<file path="src/rtl/crop_pkg.sv">
// Shared helpers for the crop_fifo block: counter sizing and the window test.
package crop_pkg;

  // Width of a counter that must hold 0..n-1, never narrower than one bit.
  function automatic int cnt_w(input int n);
    return (n <= 2) ? 1 : $clog2(n);
  endfunction

  // True when position (r, c) falls inside the nr x nc window anchored at (y1, x1).
  function automatic logic in_window(
    input int r,
    input int c,
    input int y1,
    input int x1,
    input int nr,
    input int nc
  );
    return (r >= y1) && (r < y1 + nr) && (c >= x1) && (c < x1 + nc);
  endfunction

endpackage

</file>
<file path="src/rtl/crop_fifo_sync_fifo.sv">
// Show-ahead single-clock FIFO: the head entry is visible on rd_data whenever
// the FIFO is non-empty, and a pop simply advances the read pointer.
module sync_fifo #(
  parameter int WIDTH = 8,
  parameter int DEPTH = 4
) (
  input  logic             clk,
  input  logic             reset,
  input  logic             push,
  input  logic [WIDTH-1:0] wr_data,
  input  logic             pop,
  output logic [WIDTH-1:0] rd_data,
  output logic             full,
  output logic             empty
);

  localparam int PW   = (DEPTH <= 2) ? 1 : $clog2(DEPTH);
  localparam int CNTW = $clog2(DEPTH + 1);

  logic [WIDTH-1:0] mem [DEPTH];

  logic [PW-1:0]   wr_ptr_q, wr_ptr_d;
  logic [PW-1:0]   rd_ptr_q, rd_ptr_d;
  logic [CNTW-1:0] count_q, count_d;
  logic            do_push;
  logic            do_pop;

  assign full  = (count_q == CNTW'(DEPTH));
  assign empty = (count_q == '0);

  // Guard the strobes so a misbehaving caller cannot overrun or underrun.
  assign do_push = push & ~full;
  assign do_pop  = pop & ~empty;

  // Head entry is driven straight from storage; zero when nothing is held.
  assign rd_data = empty ? '0 : mem[rd_ptr_q];

  // Next-state for pointers (wrapping at DEPTH, which need not be a power of 2) and occupancy.
  always_comb begin
    wr_ptr_d = wr_ptr_q;
    rd_ptr_d = rd_ptr_q;
    count_d  = count_q;
    if (do_push) begin
      wr_ptr_d = (wr_ptr_q == PW'(DEPTH - 1)) ? '0 : wr_ptr_q + 1'b1;
    end
    if (do_pop) begin
      rd_ptr_d = (rd_ptr_q == PW'(DEPTH - 1)) ? '0 : rd_ptr_q + 1'b1;
    end
    case ({do_push, do_pop})
      2'b10:   count_d = count_q + 1'b1;
      2'b01:   count_d = count_q - 1'b1;
      default: count_d = count_q;
    endcase
  end

  // Pointer and occupancy registers; storage contents are left alone on reset.
  always_ff @(posedge clk) begin
    if (reset) begin
      wr_ptr_q <= '0;
      rd_ptr_q <= '0;
      count_q  <= '0;
    end else begin
      wr_ptr_q <= wr_ptr_d;
      rd_ptr_q <= rd_ptr_d;
      count_q  <= count_d;
    end
  end

  // Storage write port.
  always_ff @(posedge clk) begin
    if (do_push) begin
      mem[wr_ptr_q] <= wr_data;
    end
  end

endmodule

</file>
<file path="src/rtl/crop_fifo.sv">
// Streaming region-of-interest crop: tracks the raster position of each
// accepted pixel, keeps only those inside the window, and buffers them in a
// show-ahead FIFO that drains to a stallable consumer.
module crop_fifo
  import crop_pkg::*;
#(
  parameter int PIXEL_BIT_WIDTH = 8,
  parameter int IN_ROWS         = 9,
  parameter int IN_COLS         = 9,
  parameter int OUT_ROWS        = 3,
  parameter int OUT_COLS        = 3,
  parameter int Y_1             = 2,
  parameter int X_1             = 2,
  parameter int FIFO_DEPTH      = OUT_ROWS * OUT_COLS
) (
  input  logic                       clk,
  input  logic                       reset,
  input  logic [PIXEL_BIT_WIDTH-1:0] pixel_in,
  input  logic                       in_valid,
  output logic                       in_ready,
  output logic [PIXEL_BIT_WIDTH-1:0] pixel_out,
  output logic                       out_valid,
  input  logic                       out_ready
);

  localparam int RW = cnt_w(IN_ROWS);
  localparam int CW = cnt_w(IN_COLS);

  // Reject window placements that fall off the frame, and FIFOs too small to be useful.
  if (Y_1 + OUT_ROWS > IN_ROWS) begin : g_bad_rows
    $error("crop_fifo: crop window extends past the last input row");
  end
  if (X_1 + OUT_COLS > IN_COLS) begin : g_bad_cols
    $error("crop_fifo: crop window extends past the last input column");
  end
  if (FIFO_DEPTH < 2) begin : g_bad_depth
    $error("crop_fifo: FIFO_DEPTH must be at least 2");
  end

  logic [RW-1:0] row_q, row_d;
  logic [CW-1:0] col_q, col_d;
  logic          in_fire;
  logic          keep;
  logic          push;
  logic          pop;
  logic          fifo_full;
  logic          fifo_empty;

  // Discarded pixels stall too: readiness depends only on FIFO space.
  assign in_ready  = ~fifo_full;
  assign out_valid = ~fifo_empty;
  assign in_fire   = in_valid & in_ready;
  assign keep      = in_window(int'(row_q), int'(col_q), Y_1, X_1, OUT_ROWS, OUT_COLS);
  assign push      = in_fire & keep;
  assign pop       = out_valid & out_ready;

  // Raster position advance: column fastest, both wrap at the end of a frame.
  always_comb begin
    row_d = row_q;
    col_d = col_q;
    if (in_fire) begin
      if (col_q == CW'(IN_COLS - 1)) begin
        col_d = '0;
        row_d = (row_q == RW'(IN_ROWS - 1)) ? '0 : row_q + 1'b1;
      end else begin
        col_d = col_q + 1'b1;
      end
    end
  end

  // Position registers; reset restarts at the top-left of a new frame.
  always_ff @(posedge clk) begin
    if (reset) begin
      row_q <= '0;
      col_q <= '0;
    end else begin
      row_q <= row_d;
      col_q <= col_d;
    end
  end

  sync_fifo #(
    .WIDTH (PIXEL_BIT_WIDTH),
    .DEPTH (FIFO_DEPTH)
  ) u_fifo (
    .clk     (clk),
    .reset   (reset),
    .push    (push),
    .wr_data (pixel_in),
    .pop     (pop),
    .rd_data (pixel_out),
    .full    (fifo_full),
    .empty   (fifo_empty)
  );

endmodule

</file>
<file path="config.mk">
export PLATFORM = sky130hd
export DESIGN_NAME = crop_fifo
export DESIGN_NICKNAME = d
export VERILOG_FILES = /design/src/rtl/crop_pkg.sv /design/src/rtl/crop_fifo_sync_fifo.sv /design/src/rtl/crop_fifo.sv
export SDC_FILE = /design/constraint.sdc
export NUM_CORES = 1
export LEC_CHECK = 0
export ABC_AREA = 1
export CORE_AREA = 2 2 115 117
export CTS_CLUSTER_SIZE = 16
export DETAILED_ROUTE_END_ITERATION = 8
export DIE_AREA = 0 0 117 119
export GPL_TIMING_DRIVEN = 0
export PLACE_DENSITY = 0.56
export SETUP_SLACK_MARGIN = 0.4
export SYNTH_ARGS = -nofsm -noshare
export SYNTH_HDL_FRONTEND = slang
export SYNTH_SLANG_ARGS = --single-unit
</file>
<file path="constraint.sdc">
create_clock -name clk -period 2.8 [get_ports clk]
set_input_delay 0.56 -clock clk [delete_from_list [all_inputs] [get_ports clk]]
set_output_delay 0.56 -clock clk [all_outputs]
set_load 0.01 [all_outputs]
</file>
# Word level (Yosys, flattened, before mapping)
# Memories as Yosys holds them, arrays and structs flattened. A register that Yosys moved wholly into a read port is not among the register bits.
# Cells that the tools add are included.
classes:
  addsub: 6
  magnitude_cmp: 4
  eq_ne: 7
  n_mux: 10
  bitwise_logic: 7
  n_reduce_logical: 6
ops:
  columns: ["cell", "n"]
  rows:
  - ["$mux W4", 6]
  - ["$add A4 B1 Y4 const B", 5]
  - ["$eq A4 B4 Y1 const B", 5]
  - ["$ge A4 B2 Y1 const B", 2]
  - ["$lt A4 B3 Y1 const B", 2]
  - ["$mux W8", 1]
  - ["$pmux W4 S2", 1]
  - ["$and A1 B1 Y1", 5]
  - ["$logic_not A4 Y1", 1]
  - ["$sub A4 B1 Y4 const B", 1]
  - ["$logic_and A1 B1 Y1", 3]
  - ["$eq A2 B1 Y1 const B", 1]
  - ["$eq A2 B2 Y1 const B", 1]
  - ["$mux W1", 2]
  - ["$not A1 Y1", 2]
  - ["$reduce_and A2 Y1", 1]
  - ["$reduce_bool A2 Y1", 1]
word_totals:
  register_bits: 20
  ram_bits: 72
  out_inout_bits: 10
  word_cells: 46
  mem_count: 1
mem_list:
  columns: ["name", "words", "width", "rd", "rd_ports_with_merged_regs", "wr", "line", "source"]
  rows:
  - ["u_fifo.mem", 9, 8, 1, 1, 1, "crop_fifo_sync_fifo.sv:20", "logic [WIDTH-1:0] mem [DEPTH];"]

# Longest topological paths before layout
# Gate-level depths: netlist of the first run.
logic_depth:
  ltp_word: 8
  depth_mapped: 16
  ltp_nobuf: 15

# By module
# Synthesis of the first run repeated with hierarchy kept, for this count alone.
unflattened:
  cells_unflattened: 442
  area_unflattened_um2: 4341.7
by_module_without_submodules:
  columns: ["module", "n_inst", "cells_per_inst", "area_each_um2"]
  rows:
  - ["sync_fifo", 1, 363, 3794.9]
  - ["crop_fifo", 1, 79, 546.8]

# Least setup slack after synthesis of the first run
# OpenSTA, ideal clock, no wires.
synth_path:
  path_kind: "register to register"
  start: "register col_q[0]"
  end: "register u_fifo.count_q[3]"
  setup_time_ns: 0.116
  arrival_ns: 2.094
  required_ns: 2.684
  setup_slack_ns: 0.590
  path_stages_with_launch: 17
  path_buffers: 1
  path_cell_list: "dfxtp_1 > inv_1 > ha_1 > inv_1 > nand2_1 > nand3_2 > nor2_4 > nand2_4 > buf_8 > ha_1 > ha_1 > a21oi_1 > nand2_1 > nand2_1 > nand2_1 > nand2_1 > a21oi_1"
synth_between:
  elab_chain_cells: 7
  word_cells_on_any_way: 10
  cone_classes: "order compare: 2; eq/ne: 2; mux: 1; bitwise: 2; reduce/logical: 3"
synth_lines:
  columns: ["element", "line", "source"]
  rows:
  - ["from (decl)", "crop_fifo.sv:41", "logic [CW-1:0] col_q, col_d;"]
  - ["from (signal assigned)", "crop_fifo.sv:78", "col_q <= col_d;"]
  - ["$ge A4 B2 Y1", "crop_pkg.sv:18", "return (r >= y1) && (r < y1 + nr) && (c >= x1) && (c < x1 + nc);"]
  - ["$logic_and A1 B1 Y1", "crop_pkg.sv:18", null]
  - ["$logic_and A1 B1 Y1 *", "crop_pkg.sv:18", null]
  - ["$and A1 B1 Y1 *", "crop_fifo.sv:54", "assign push = in_fire & keep;"]
  - ["$and A1 B1 Y1 *", "crop_fifo_sync_fifo.sv:32", "assign do_push = push & ~full;"]
  - ["$eq A2 B1 Y1 / $eq A2 B2 Y1 (equally long branches)", "crop_fifo_sync_fifo.sv:49", "case ({do_push, do_pop})"]
  - ["$pmux W4 S2 / $reduce_bool A2 Y1 (equally long branches)", null, null]
  - ["to (signal assigned)", "crop_fifo_sync_fifo.sv:65", "count_q <= count_d;"]
  - ["to (decl)", "crop_fifo_sync_fifo.sv:24", "logic [CNTW-1:0] count_q, count_d;"]
# Mark *: on every way between the ends. The rest lies on a longest branch, timed or not.
# A chain may end at the register's enable or synchronous reset.

==> flow_summary.toml, run 1 <==
[outcome]
status = "finished clean"

[routing]
drc = 0
vias_per_cell = 4.58
wl_mm = 9.06
wl_per_cell_um = 13.9
drt-initial-drc-count = 174
ant_nets = 0
drt_first_pass_iters = 4
dr_total_vias = 2981

[sta]
grt_setup_unrepaired = "false"
max-slew-margin-rel = 0.452
setup_viol = 0
max_freq_mhz = 432
final_hold_viol_count = 0
post-route-period-util = 0.826
setup_slack_ns = 0.486
worst_pin_slew_ns = 0.818
drv_slew = 0
finClkSkew_ns = 0.00637
fin_crit_ns = 2.31
fin_hold_ws_ns = 0.481

[clocking]
clock_latency_ns = 0.34
path_clk_slew_ns = 0.07
cts_tree = "built"
cts_sinks = 96
h-tree-depth = 3
ctsRootBufferMaster = "clkbuf_16"
postCtsHoldBufs = 0
cts_buffers = 9
cts_max_path_buffers = 2

[pwr]
power.internal_mw = 2.78
combinationalPowerShare = 0.302
p_total_mw = 4.14
p_sw_mw = 1.36
leakagePower_nw = 2.08
seq_power_share = 0.389
p_clk_frac = 0.310
vdd.ir_drop.worst_v = 0.000388
switching_share = 0.329
p_per_area_nw_per_um2 = 797

[synthesis]
ys.flop_type = "edfxtp_1"
yosys.area.top_type_share = 0.497
syn_area_um2 = 4350
synthTopCellsByArea = "edfxtp_1 (50%), dfxtp_1 (11%), nand2_1 (8.9%)"
yosys_warnings = 0
postSynthCellCount = 436
synth-edff-count = 72
synth_area_per_cell_um2 = 9.97
synthesis.nets = 464
yosysTopAreaCell = "edfxtp_1"
yosys_register_bits = 96
seq_area_frac_synth = 0.608
ys_async_sr_fraction = 0
ys_types = 29
post-synth-top-count-cell = "nand2_1"
synth_commonest_cells = "nand2_1 (103), nand3_1 (73), edfxtp_1 (72)"

[place]
hpwlAfterDp_mm = 6.25
pre_cts_ws_ns = -0.259
io_buffers = 21
placed_area_um2 = 4780
gp_congestion = 0.770
dp_cells = 633

[critical_path]
rr_startpoint = "row_q[1]"
critical_path_class = "flop to primary output"
r2r_cells = 14
reg2reg_slack_ns = 0.58
required_ns = 2.24
timing.rr.end = "u_fifo.count_q[2]"
worstSetupStartpointType = "flop"
critPathArrivalTime_ns = 1.75
path_max_fanout = 10
crit_path_end_kind = "primary output"

[layout]
diodes = 0
layoutNonFillerInstCount = 651
area_delta_synth_final_pct = 19.7
layout.nets = 498
fin_area_um2 = 5200
drive_above_1_share = 0.137

[global_routing]
grt_pass1_wl_mm = 14.7
overflow = 0
grt_max_degree = 19
track_usage = 0.138
antenna_found_initial = 0
grt_pass1_vias = 3028

[worst_hold_path]
hold_end = "col_q[0]"
hold_depth = 2
min_path_type = "flop to flop"
hold_start = "col_q[0]"

[floorplan]
start_util = 0.338
dieArea_um2 = 13900
row_count = 42
die_w_um = 117
die_h_um = 119
coreArea_um2 = 12900
io_pins = 22

[job]
cap_violations = 0
worst max-delay path by stage:
| stage | from | end | cells after the start |
|---|---|---|---|
| floorplan | col_q[0] | u_fifo.count_q[3] | 16 |
| global placement | in_valid | u_fifo.mem[4][2] | 6 |
| detailed placement | in_valid | u_fifo.mem[6][5] | 6 |
| CTS | flop | pixel_out[6] | 10 |
| global route | row_q[1] | u_fifo.count_q[2] | 14 |
| finish | flop | pixel_out[7] | 9 |
registers in the layout, indices dropped and copies added, names as in the netlist, named ones only:
name             count
col_q                4
u_fifo.mem          72
row_q                4
u_fifo.count_q       4
u_fifo.wr_ptr_q      4
u_fifo.rd_ptr_q      4
critical path: stages, from the launching register on:
cell             delay, ns
dfxtp_1               0.32
buf_6                 0.14
clkinvlp_4            0.11
buf_4                 0.19
nand3_1               0.09
nand3_1               0.09
nand3_1               0.09
nand2_1               0.09
inv_1                 0.07
clkdlybuf4s15_1       0.23
what timing repair did:
action                     in CTS  in global routing
resized for setup              29                 20
pin swaps                       1                  0
buffers inserted                2                  0
setup endpoints to repair      57                 10
layout make-up:
type	instances	area [um^2]
Timing Repair Buffer	23	213
Inverter	48	191
Fill cell	1275	7670
Clock buffer	9	225
Tap cell	176	220
Sequential cell	96	2650
Buffer	13	130
Clock inverter	7	82.6
Multi-Input combinational cell	279	1500
metrics by stage:
stage               TNS, ns   util
floorplan                 0      -
global placement      -6.30  0.371
detailed placement    -8.29  0.371
CTS                       0  0.401
global route              0  0.404
finish                    0  0.404
placed cells by master, fill, tap and decap left out, types with 3 or more instances in the layout:
cell,n
clkbuf_2,3
nand2_1,103
xnor2_1,3
nor2_1,35
clkbuf_16,9
dfxtp_1,22
nand2_2,6
ha_1,13
buf_4,4
a21oi_1,10
nand3_1,73
o21ai_0,11
inv_2,3
edfxtp_1,72
inv_1,42
clkdlybuf4s50_1,12
buf_6,6
dlygate4sd2_1,4
nor3_2,6
xor2_1,3
inv_6,3
power by group through the flow:
| stage | sequential [mW] | combinational, mW | clock (mW) |
|---|---|---|---|
| final | 1.61 | 1.25 | 1.28 |
| after global routing | 1.62 | 1.40 | 1.36 |
| after CTS | 1.61 | 1.21 | 1.31 |
| after detailed placement | 1.64 | 1.19 | 0 |
| after global placement | 1.64 | 1.17 | 0 |
| after floorplan | 1.63 | 0.748 | 0 |
layer usage:
layer | vias to the layer above | track usage | wire [um]
li1 | 1514 | - | -
met3 | 9 | 0.0305 | 325
met2 | 42 | 0.249 | 4660
met1 | 1416 | 0.166 | 3990
met5 | - | 0 | 0
met4 | 0 | 0.0331 | 81
cell families after synthesis:
| family | synth area share |
|---|---|
| simple gates | 0.243 |
| flops | 0.608 |
| xor+xnor | 0.0121 |
| buf+inv | 0.0616 |
| fa+ha+maj | 0.0478 |
| compound gates | 0.0273 |
Power figures use the tool's default switching activity.
==> run 2: changes to the inputs <==
--- a/config.mk
+++ b/config.mk
@@ -11,7 +11,7 @@
 export DETAILED_ROUTE_END_ITERATION = 8
 export DIE_AREA = 0 0 117 119
 export GPL_TIMING_DRIVEN = 0
-export PLACE_DENSITY = 0.56
+export PLACE_DENSITY = 0.58
 export SETUP_SLACK_MARGIN = 0.4
 export SYNTH_ARGS = -nofsm -noshare
 export SYNTH_HDL_FRONTEND = slang
==> constraint.sdc (replaced) <==
create_clock -name clk -period 2.1 [get_ports clk]
set_input_delay 0.42 -clock clk [delete_from_list [all_inputs] [get_ports clk]]
set_output_delay 0.42 -clock clk [all_outputs]
set_load 0.01 [all_outputs]
==> run 2 against run 1 <==
  * Power is 41% higher
  * Clock power is 18% higher
  * Sequential cell count stayed put
  * Final area is 16% higher
  * Hold slack better by 0.0058 ns
  * Utilization is 6.4 points higher
  * Setup slack worse by 0.37 ns
  * Combinational power is 72% higher
  * Sequential share of layout area is 6.6 points lower
  * Critical path type is now input pin to flop
  * Critical endpoint is now u_fifo.count_q[3]
  * Highest routed layer unchanged
==> flow_summary.toml, run 2 (synthesis results as in run 1) <==
[global_routing]
track_usage = 0.154
grt_pass1_wl_mm = 16.1
antenna_found_initial = 0
overflow = 0
grt_max_degree = 17
grt_pass1_vias = 3178

[routing]
drt_first_pass_iters = 4
vias_per_cell = 4.65
ant_nets = 0
drt-initial-drc-count = 203
wl_per_cell_um = 14.9
drc = 0
wl_mm = 10.2
dr_total_vias = 3197

[sta]
post-route-period-util = 0.944
finClkSkew_ns = 0.00948
fin_crit_ns = 1.98
setup_viol = 0
max_freq_mhz = 504
finalSetupTns_ns = 0
final_hold_viol_count = 0
grt_setup_unrepaired = "true"
max-slew-margin-rel = 0.697
worst_pin_slew_ns = 0.454
drv_slew = 0

[layout]
layout_commonest_cell = "nand2_1"
largest_register_ffs = 72
layout.nets = 535
fin_area_um2 = 6020
area_delta_synth_final_pct = 38.6
mostFrequentLayoutCells = "nand2_1 (90), edfxtp_1 (72), nand3_2 (38), nand3_1 (36)"
layoutNonFillerInstCount = 687
regMostFlops = "u_fifo.mem"
diodes = 0
drive_above_1_share = 0.358

[critical_path]
worstSetupStartpointType = "input pin"
critPathArrivalTime_ns = 2.20
crit_path_end_kind = "flop"
reg2reg_slack_ns = 0.13
path_max_fanout = 8
required_ns = 2.32
critical_path_class = "input pin to flop"
critPathLaunch = "in_valid"
rr_startpoint = "col_q[1]"

[clocking]
cts_max_path_buffers = 2
h-tree-depth = 3
clock_latency_ns = 0.34
cts_tree = "built"
cts_buffers = 9
postCtsHoldBufs = 0
ctsRootBufferMaster = "clkbuf_16"
cts_sinks = 96
path_clk_slew_ns = 0.06

[place]
hpwlAfterDp_mm = 6.36
gp_congestion = 0.809
io_buffers = 21
dp_cells = 633
placed_area_um2 = 4900

[job]
cap_violations = 0

[floorplan]
io_pins = 22
row_count = 42
die_w_um = 117
start_util = 0.338
dieArea_um2 = 13900
die_h_um = 119
coreArea_um2 = 12900

[pwr]
leakagePower_nw = 2.44
vdd.ir_drop.worst_v = 0.000516
p_per_area_nw_per_um2 = 968

[outcome]
status = "finished clean"

[worst_hold_path]
hold_start = "u_fifo.count_q[3]"
min_path_type = "flop to flop"
[run 2: power by group]
| part | switching [mW] | internal (mW) | total, mW |
|---|---|---|---|
| Combinational | 1.20 | 0.950 | 2.15 |
| Sequential | 0.0672 | 2.11 | 2.17 |
| Clock | 0.708 | 0.805 | 1.51 |
| Total | 1.97 | 3.86 | 5.83 |
[run 2: through the flow]
step	utilization	worst slack, ns	hold slack [ns]	total power [mW]
CTS	0.453	0.0542	0.508	5.81
global route	0.468	0.0139	0.523	6.17
finish	0.468	0.117	0.486	5.83
detailed placement	0.380	-0.332	0.479	3.86
global placement	0.380	-0.284	0.471	3.83
floorplan	-	0.138	0.458	3.25
[run 2: final timing paths]
kind | endpoint | cells after the start
hold / removal | u_fifo.count_q[3] | 2
setup / recovery | u_fifo.count_q[3] | 13
hold reg to reg | u_fifo.count_q[3] | 2
setup reg to reg | u_fifo.count_q[3] | 16
[run 2: final cells by class]
class	count	area (um^2)
fillers	1206	6850
multi-input cells	279	1850
clock buffers	9	225
plain buffers	13	183
flip-flops and latches	96	2670
repair buffers	60	609
clock inverters	6	45.0
well taps	176	220
inverters	48	228
[run 2: worst max-delay path, stage by stage]
cell and delay, ns:
clkdlybuf4s50_1 0.58, nand2_8 0.09, inv_6 0.10, nand2_4 0.06, buf_12 0.13, ha_4 0.18
ha_4 0.23, a21oi_2 0.13, nand2_1 0.07, nand2_1 0.06, nand2_1 0.05, nand2_1 0.05
a21oi_1 0.05
[run 2: layer usage]
metal / up-vias / track usage / wire length [um]
met5: - / 0 / 0
met2: 48 / 0.275 / 5590
li1: 1596 / - / -
met1: 1538 / 0.179 / 4140
met3: 15 / 0.0372 / 321
met4: 0 / 0.0485 / 175
[run 2: repair_timing]
action,CTS,global route
endpoints found under the setup margin,86,86
buffers inserted,27,9
gates cloned,3,0
resized for setup,140,28
pin swaps,30,29
